## src/rtl/punto_fijo_pkg.sv

```systemverilog
// Shared fixed-point defaults, the wheel circumference constant and the
// converter state encoding.
package punto_fijo_pkg;

    localparam int IN_W_DEF      = 16;
    localparam int FRAC_BITS_DEF = 4;
    localparam int OUT_W_DEF     = 24;

    // Default divisor source for the integer-to-fixed conversion
    localparam logic [15:0] CIRCUNFERENCIA = 16'd2326;

    typedef enum logic [1:0] {
        IDLE = 2'd0,
        CALC = 2'd1,
        DONE = 2'd2
    } estado_t;

endpackage

```

## src/rtl/paso_division.sv

```systemverilog
// One combinational restoring-division step: shift in a dividend bit,
// subtract the divisor when it fits.
module paso_division #(
    parameter int IN_W = 16
) (
    input  logic [IN_W:0]   resto_i,
    input  logic            bit_i,
    input  logic [IN_W-1:0] divisor_i,
    output logic [IN_W:0]   resto_o,
    output logic            q_o
);

    logic [IN_W+1:0] r;
    logic [IN_W:0]   dif;

    always_comb begin
        r   = {resto_i, bit_i};
        // Only the low IN_W+1 bits of the difference matter: it is < divisor
        dif = r[IN_W:0] - {1'b0, divisor_i};
        q_o = (r >= {2'b00, divisor_i});
        resto_o = q_o ? dif : r[IN_W:0];
    end

endmodule

```

## src/rtl/entero_a_fijo.sv

```systemverilog
// Serial integer -> Q(OUT_W-FRAC_BITS).FRAC_BITS converter, one quotient bit per clock.
// Optional round-half-up build: define ENTERO_A_FIJO_REDONDEO_EN.
module entero_a_fijo
    import punto_fijo_pkg::*;
#(
    parameter int IN_W      = IN_W_DEF,
    parameter int FRAC_BITS = FRAC_BITS_DEF,
    parameter int OUT_W     = OUT_W_DEF
) (
    input  logic             clk,
    input  logic             rst,
    input  logic             start,
    input  logic [IN_W-1:0]  entero,
    input  logic [IN_W-1:0]  divisor,
    output logic             busy,
    output logic             done,
    output logic [OUT_W-1:0] fixedPoint,
    output logic             div_cero
);

`ifdef ENTERO_A_FIJO_REDONDEO_EN
    localparam int GUARD = 1;
`else
    localparam int GUARD = 0;
`endif
    localparam int STEPS = IN_W + FRAC_BITS + GUARD;
    localparam int CNT_W = $clog2(STEPS);

    estado_t          state_q, state_d;
    logic [CNT_W-1:0] cnt_q, cnt_d;
    logic [STEPS-1:0] dvd_q, dvd_d;
    logic [STEPS-2:0] quo_q, quo_d;
    logic [IN_W:0]    rem_q, rem_d;
    logic [IN_W-1:0]  div_q, div_d;
    logic [OUT_W-1:0] fp_q, fp_d;
    logic             dz_q, dz_d;

    logic [IN_W:0]    rem_nxt;
    logic             q_bit;
    logic [STEPS-1:0] quo_full;
    logic [OUT_W-1:0] fp_res;

    paso_division #(.IN_W(IN_W)) u_paso (
        .resto_i   (rem_q),
        .bit_i     (dvd_q[STEPS-1]),
        .divisor_i (div_q),
        .resto_o   (rem_nxt),
        .q_o       (q_bit)
    );

    assign quo_full = {quo_q, q_bit};

`ifdef ENTERO_A_FIJO_REDONDEO_EN
    // LSB of quo_full is the guard bit: add it back for round-half-up
    assign fp_res = OUT_W'(quo_full[STEPS-1:1]) + OUT_W'(quo_full[0]);
`else
    assign fp_res = OUT_W'(quo_full);
`endif

    always_comb begin
        state_d = state_q;
        cnt_d   = cnt_q;
        dvd_d   = dvd_q;
        quo_d   = quo_q;
        rem_d   = rem_q;
        div_d   = div_q;
        fp_d    = fp_q;
        dz_d    = dz_q;
        case (state_q)
            IDLE, DONE: begin
                if (start) begin
                    div_d = divisor;
                    dvd_d = {entero, {(STEPS-IN_W){1'b0}}};
                    quo_d = '0;
                    rem_d = '0;
                    cnt_d = CNT_W'(STEPS-1);
                    dz_d  = 1'b0;
                    if (divisor == '0) begin
                        state_d = DONE;
                        fp_d    = '1;
                        dz_d    = 1'b1;
                    end else begin
                        state_d = CALC;
                    end
                end else begin
                    state_d = IDLE;
                end
            end
            CALC: begin
                rem_d = rem_nxt;
                dvd_d = dvd_q << 1;
                quo_d = quo_full[STEPS-2:0];
                cnt_d = cnt_q - CNT_W'(1);
                if (cnt_q == '0) begin
                    state_d = DONE;
                    fp_d    = fp_res;
                end
            end
            default: state_d = IDLE;
        endcase
    end

    always_ff @(posedge clk or posedge rst) begin
        if (rst) begin
            state_q <= IDLE;
            cnt_q   <= '0;
            dvd_q   <= '0;
            quo_q   <= '0;
            rem_q   <= '0;
            div_q   <= '0;
            fp_q    <= '0;
            dz_q    <= 1'b0;
        end else begin
            state_q <= state_d;
            cnt_q   <= cnt_d;
            dvd_q   <= dvd_d;
            quo_q   <= quo_d;
            rem_q   <= rem_d;
            div_q   <= div_d;
            fp_q    <= fp_d;
            dz_q    <= dz_d;
        end
    end

    assign busy       = (state_q == CALC);
    assign done       = (state_q == DONE);
    assign fixedPoint = fp_q;
    assign div_cero   = dz_q;

endmodule

```

## config.mk

```make
export PLATFORM = sky130hd
export DESIGN_NAME = entero_a_fijo
export DESIGN_NICKNAME = d
export VERILOG_FILES = /design/src/rtl/punto_fijo_pkg.sv /design/src/rtl/paso_division.sv /design/src/rtl/entero_a_fijo.sv
export SDC_FILE = /design/constraint.sdc
export NUM_CORES = 1
export LEC_CHECK = 0
export BUFFER_PORTS_ARGS = -buffer_cell sky130_fd_sc_hd__buf_2
export CELL_PAD_IN_SITES_DETAIL_PLACEMENT = 1
export CELL_PAD_IN_SITES_GLOBAL_PLACEMENT = 1
export CORE_MARGIN = 2
export CORE_UTILIZATION = 35
export DETAILED_ROUTE_END_ITERATION = 10
export GPL_ROUTABILITY_DRIVEN = 0
export PLACE_DENSITY_LB_ADDON = 0.15
export SYNTH_ARGS = -nofsm -noshare
export SYNTH_HDL_FRONTEND = slang
export SYNTH_HIERARCHICAL = 1
export SYNTH_SLANG_ARGS = --single-unit
```

## constraint.sdc

```tcl
create_clock -name clk -period 2.91 [get_ports clk]
set_input_delay 0.4365 -clock clk [delete_from_list [all_inputs] [get_ports clk]]
set_output_delay 0.4365 -clock clk [all_outputs]
set_load 0.005 [all_outputs]
```

Word level (Yosys, flattened, before mapping)

Index checks and enable logic that the tools add are counted.

Register bits: 104
Input bits: 35
Logic and storage cells: 42

$add $sub $neg: 2
Magnitude comparators: 1
Eq/ne operators: 5
Multiplexer cells: 18
Reductions and logical operators: 8

Operator list:

| cell                | number |
|---|---|
| $mux 24             | 3 |
| $pmux 24 s2         | 1 |
| $pmux 20 s2         | 1 |
| $pmux 19 s2         | 1 |
| $mux 17             | 2 |
| $pmux 17 s2         | 1 |
| $mux 20             | 1 |
| $mux 19             | 1 |
| $ge 18x16->1        | 1 |
| $sub 17x16->17      | 1 |
| $logic_not 16->1    | 1 |
| $pmux 5 s2          | 1 |
| $mux 2              | 3 |
| $logic_not 5->1     | 1 |
| $mux 5              | 1 |
| $sub 5x1->5 const B | 1 |
| $ne 2x2->1 const B  | 2 |
| $pmux 2 s2          | 1 |
| $reduce_and 2->1    | 2 |
| $reduce_and 4->1    | 1 |
| $eq 2x1->1 const B  | 1 |
| $eq 2x2->1 const B  | 1 |
| $logic_not 2->1     | 1 |
| $ne 2x1->1 const B  | 1 |
| 3 further kinds     | 3 |

Longest topological paths before layout

Word-level depth: 4
Depth in mapped cells: 12

By module

The synthesis kept the hierarchy.

By module, submodules not included:

| module        | times used | cells each | area each (sq um) |
|---|---|---|---|
| entero_a_fijo | 1          | 365        | 3826.2 |
| paso_division | 1          | 159        | 1068.5 |

Worst setup path after synthesis

No wires, ideal clock.

Kind: register to register
Start point: register dvd_q[19]
End point: register rem_q[14]
Setup time: 0.121 ns
Data arrival time: 2.524 ns
Slack: 0.265 ns
Cell stages (with the launch flop): 12
Path buffers: 1
Period minus slack after synthesis: 2.645 ns
Cell sequence: dfrtp_1 -> inv_1 -> ha_1 -> inv_1 -> fa_1 -> a21o_1 -> a221o_1 -> o211ai_2 -> nand3_4 -> buf_6 -> mux2_4 -> a22o_1

Longest elaborated chain between the ends: 3
Elaborated cells between the ends (all ways): 4
Those cells by class: add/sub: 1; order compare: 1; mux: 2

Ends and longest elaborated chain:

| element                                               | RTL line                                 | source |
|---|---|---|
| start: declaration                                    | entero_a_fijo.sv:31                      | `logic [STEPS-1:0] dvd_q, dvd_d;` |
| start signal: assignment                              | entero_a_fijo.sv:116                     | `dvd_q <= dvd_d;` |
| $sub 17x16->17 / $ge 18x16->1 (equally long branches) | paso_division.sv:19, paso_division.sv:20 |  |
| $mux 17 *                                             | paso_division.sv:21                      | `resto_o = q_o ? dif : r[IN_W:0];` |
| net rem_nxt[14]                                       | entero_a_fijo.sv:38                      | `logic [IN_W:0] rem_nxt;` |
| $pmux 17 s2 *                                         | entero_a_fijo.sv:69                      | `case (state_q)` |
| end signal: assignment                                | entero_a_fijo.sv:118                     | `rem_q <= rem_d;` |
| end: declaration                                      | entero_a_fijo.sv:33                      | `logic [IN_W:0] rem_q, rem_d;` |

Mark *: on every way through the listed nets, which the timed path passes. The rest lies on a longest branch.
A chain may end at the register's enable or synchronous reset.

Worst setup path after layout

Start point: register dvd_q[19]
End point: register rem_q[13]

The elaborated chain is that of the path after synthesis.

==> metrics.md <==
| Metric | Value |
|---|---|
| FF-to-FF setup slack | `a little over 0.1 ns` |
| Adder-cell area share of the yosys netlist | `4.75%` |
| Max Freq | `about 360 MHz` |
| GRT Resource Usage Total | `between 10% and 20%` |
| R2r endpoint | `rem_q[13]$_DFFE_PP0P_` |
| Layout cells sized above 1 | `19.6%` |
| Cell family with most CP delay | `compound AO/OA/AOI/OAI gates` |
| Dpl cells | `750` |
| Slew @ Worst Pin | `0.981 ns` |
| Die area | `0.0149 mm^2` |
| RSZ-0062 raised after global routing | `yes` |
| Top cell type's share of synthesized area | `49.6%` |
| WL per Instance | `15.9 um` |
| CP Launch Point | `dvd_q[19]$_DFFE_PP0P_` |
| CP peak stage delay | `0.41 ns` |
| CTS max path bufs | `2` |
| Root Buffer | `clkbuf_16` |
| Synth Area in XOR/XNOR | `between 2 and 2.5%` |
| Cells on worst reg2reg path | `10` |
| Grt total ovfl | `0` |
| Reg clk slew, reported paths | `0.07 ns` |
| Sequential fraction of design power | `between 30% and 40%` |
| Most used DFF post-synth | `dfrtp_1` |
| Register area share after synthesis | `about half` |
| Placement Cell Area | `about 0.0054 mm^2` |
| Skew final | `around 0.0078 ns` |
| Post-route ant nets | `0` |
| Htree depth | `3` |
| Net switching share of the total power | `41.6%` |
| Setup TNS | `0 ns` |
| Worst setup EP type | `flop` |
| Synth Area in Simple Gates | `17.9%` |
| Flop and latch count out of synthesis | `97` |
| CP Launch Type | `flop` |
| Internal cell power | `between 4000 and 5000 uW` |
| Buffers on Ports | `61` |
| Site Rows | `43` |
| Post-route insts no fill | `768` |
| Fin crit period | `2.81 ns` |
| Buf/Inv on CP | `2` |
| P_sw | `3390 uW` |
| Lkg Pwr | `0.00274 uW` |
| Arrival @ worst endpoint | `3.05 ns` |
| Hold-fix buffers, CTS | `0` |
| Area Growth Syn to Fin | `16.8%` |
| Vias in the first global route | `4134` |
| Final setup viols | `0` |
| Largest area contributor in the netlist | `dfrtp_1` |
| VDD IR-drop max | `0.000431 V` |
| Diodes inserted | `0` |
| Largest net degree at the start of global routing | `38` |
| IO Pins | `62` |
| Final net count | `about 640` |
| Core outline area | `0.0138 mm^2` |
| WS Path Type | `reg -> reg` |
| Max Slew Vio Count | `0` |
| Syn_nets | `approximately 580` |
| Worst slew margin | `34.6%` |
| First-pass GRT wire length | `20.4 mm` |
| Logic pwr share | `between 50% and 60%` |
| CTS tree | `done` |
| Async set or reset register ratio after synthesis | `100%` |
| CP max FO | `12` |
| DR vias/cell | `5.13` |
| # DRC | `0` |
| CTS Buf Count | `9` |
| Die X | `122 um` |
| Max-Cap Viols | `0` |
| Syn. warnings | `6` |
| Initial Util | `35.5%` |
| Initial antenna violation count | `0` |
| Total wire length | `12.2 mm` |
| Hold Fails Final Rpt | `0` |
| Via count | `3943` |
| TritonRoute pass-1 iters | `4` |
| Status | `complete, no violations` |
| Count of cell types in the netlist | `49` |
| Clock power share | `roughly 14%` |
| CP cell instances | `inv_1 -> ha_1 -> inv_1 -> fa_2 -> a21o_1 -> a221o_1 -> o211ai_4 -> nand3_2 -> a41o_1 -> a22o_1` |
| Pwr dens | `roughly 1400 mW/mm^2` |
| Clock sinks | `between 90 and 100` |
| Post-synthesis compound-gate area fraction | `17.7%` |
| DRT iter0 DRCs | `136` |
| FF-to-FF Start | `dvd_q[19]$_DFFE_PP0P_` |
| DP HPWL | `between 8 and 9 mm` |
| Worst-Skew Late Latency | `0.35 ns` |
| Top-count cell post-synth | `nand2_1` |
| Syn Inst Count | `between 500 and 600` |
| Syn avg cell area | `9.34 um^2` |
| Slowest stage cell, crit path | `a221o_1` |
| Chip Height | `122 um` |
| Hold Path Class | `in -> async` |
| Post-CTS Setup Bufs | `0` |
| Post-Syn Area | `0.00489 mm^2` |
| Post-synth EDFFs | `0` |
| Synth cell count leaders | `nand2_1, dfrtp_1, nor2_1` |
| Post-route cell area | `0.00572 mm^2` |
| Largest family of logic cells by synthesized area | `simple AND/OR/NAND/NOR gates` |
| Tcrit/Tclk final | `96.5%` |
| Ranking of synthesized cells by area | `dfrtp_1, nand2_1, a22o_1` |
| CP required | `approximately 3.2 ns` |
| Design Power | `8160 uW` |
| Mux cell area share after synthesis | `1.99%` |
| Finished Core Util | `41.5%` |
| Most frequent CP cell | `inv_1` |
[metrics by stage]
stage               setup slack, ns  hold slack (ns)
floorplan                     0.265            0.446
global placement             0.0937            0.462
detailed placement           0.0451            0.467
CTS                          0.0312           0.0856
global route                -0.0394            0.102
finish                        0.101           0.0827
[metal layers]
layer | track usage [%] | wire length (um) | up-vias | part of all wire (%)
li1 | - | - | 1916 | -
met1 | 22.8 | 5790 | 1968 | 47
met2 | 28.7 | 5940 | 48 | 49
met3 | 4.41 | 346 | 11 | 2.8
met4 | 4.89 | 151 | 0 | 1.2
met5 | 0 | 0 | - | 0
[repair_timing]
action / in CTS / in global routing
gates resized for setup: 0 / 4
setup endpoints to repair: 0 / 11
hold endpoints to repair: 0 / 0
[power groups by stage]
stage / sequential [uW] / combinational (uW) / clock, uW
after floorplan: 2370 / 3420 / 0
after CTS: 2450 / 4490 / 1210
final: 2450 / 4560 / 1160
after detailed placement: 2470 / 4460 / 0
after global routing: 2540 / 5140 / 1260
after global placement: 2450 / 4320 / 0
[worst register-to-register path, cell delays in order (launching register included)]
cell and delay (ns):
dfrtp_1 0.38, inv_1 0.06, ha_1 0.15, inv_1 0.05, fa_2 0.35, a21o_1 0.21, a221o_1 0.41, o211ai_4 0.27
nand3_2 0.32, a41o_1 0.30, a22o_1 0.20
[worst max path at each step]
stage	cells after the start	endpoint	slack, ns
floorplan	11	rem_q[14]$_DFFE_PP0P_	0.27
global placement	12	rem_q[14]$_DFFE_PP0P_	0.09
CTS	12	rem_q[14]$_DFFE_PP0P_	0.03
global route	11	rem_q[10]$_DFFE_PP0P_	-0.04
finish	10	rem_q[13]$_DFFE_PP0P_	0.10
detailed placement	12	rem_q[14]$_DFFE_PP0P_	0.05
[area by class of cell]
| cell class | count | area [um^2] |
|---|---|---|
| flip-flops and latches | 97 | 2430 |
| clock buffers | 9 | 225 |
| multi-input cells | 372 | 2230 |
| repair buffers | 78 | 445 |
| clock inverters | 7 | 66.3 |
| fillers | 1635 | 8050 |
| inverters | 25 | 97.6 |
| well taps | 180 | 225 |
[flip-flops by register name, summed over array words and instances (netlist names)]
name and count:
fixedPoint 21, rem_q 17, quo_q 19, div_q 16, dvd_q 16, div_cero 1, cnt_q 5, state_q 2
[placed cells by master (no fill, tap or decap), types with 7 or more instances in the layout]
cell       count
a22o_1        31
a22oi_1       15
dfrtp_1       97
o21ai_0       11
buf_2         61
inv_1         23
a21oi_1       42
clkbuf_16      9
nor2_1        62
ha_1          17
xor2_1         7
buf_4         16
nand2_1      110
[kinds of logic after synthesis]
group / after synthesis
fa+ha+maj: 18
buf+inv: 57
simple gates: 205
mux: 8
flops: 97
compound gates: 127
xor+xnor: 12
Note: power is estimated with default switching activity, not from simulation.
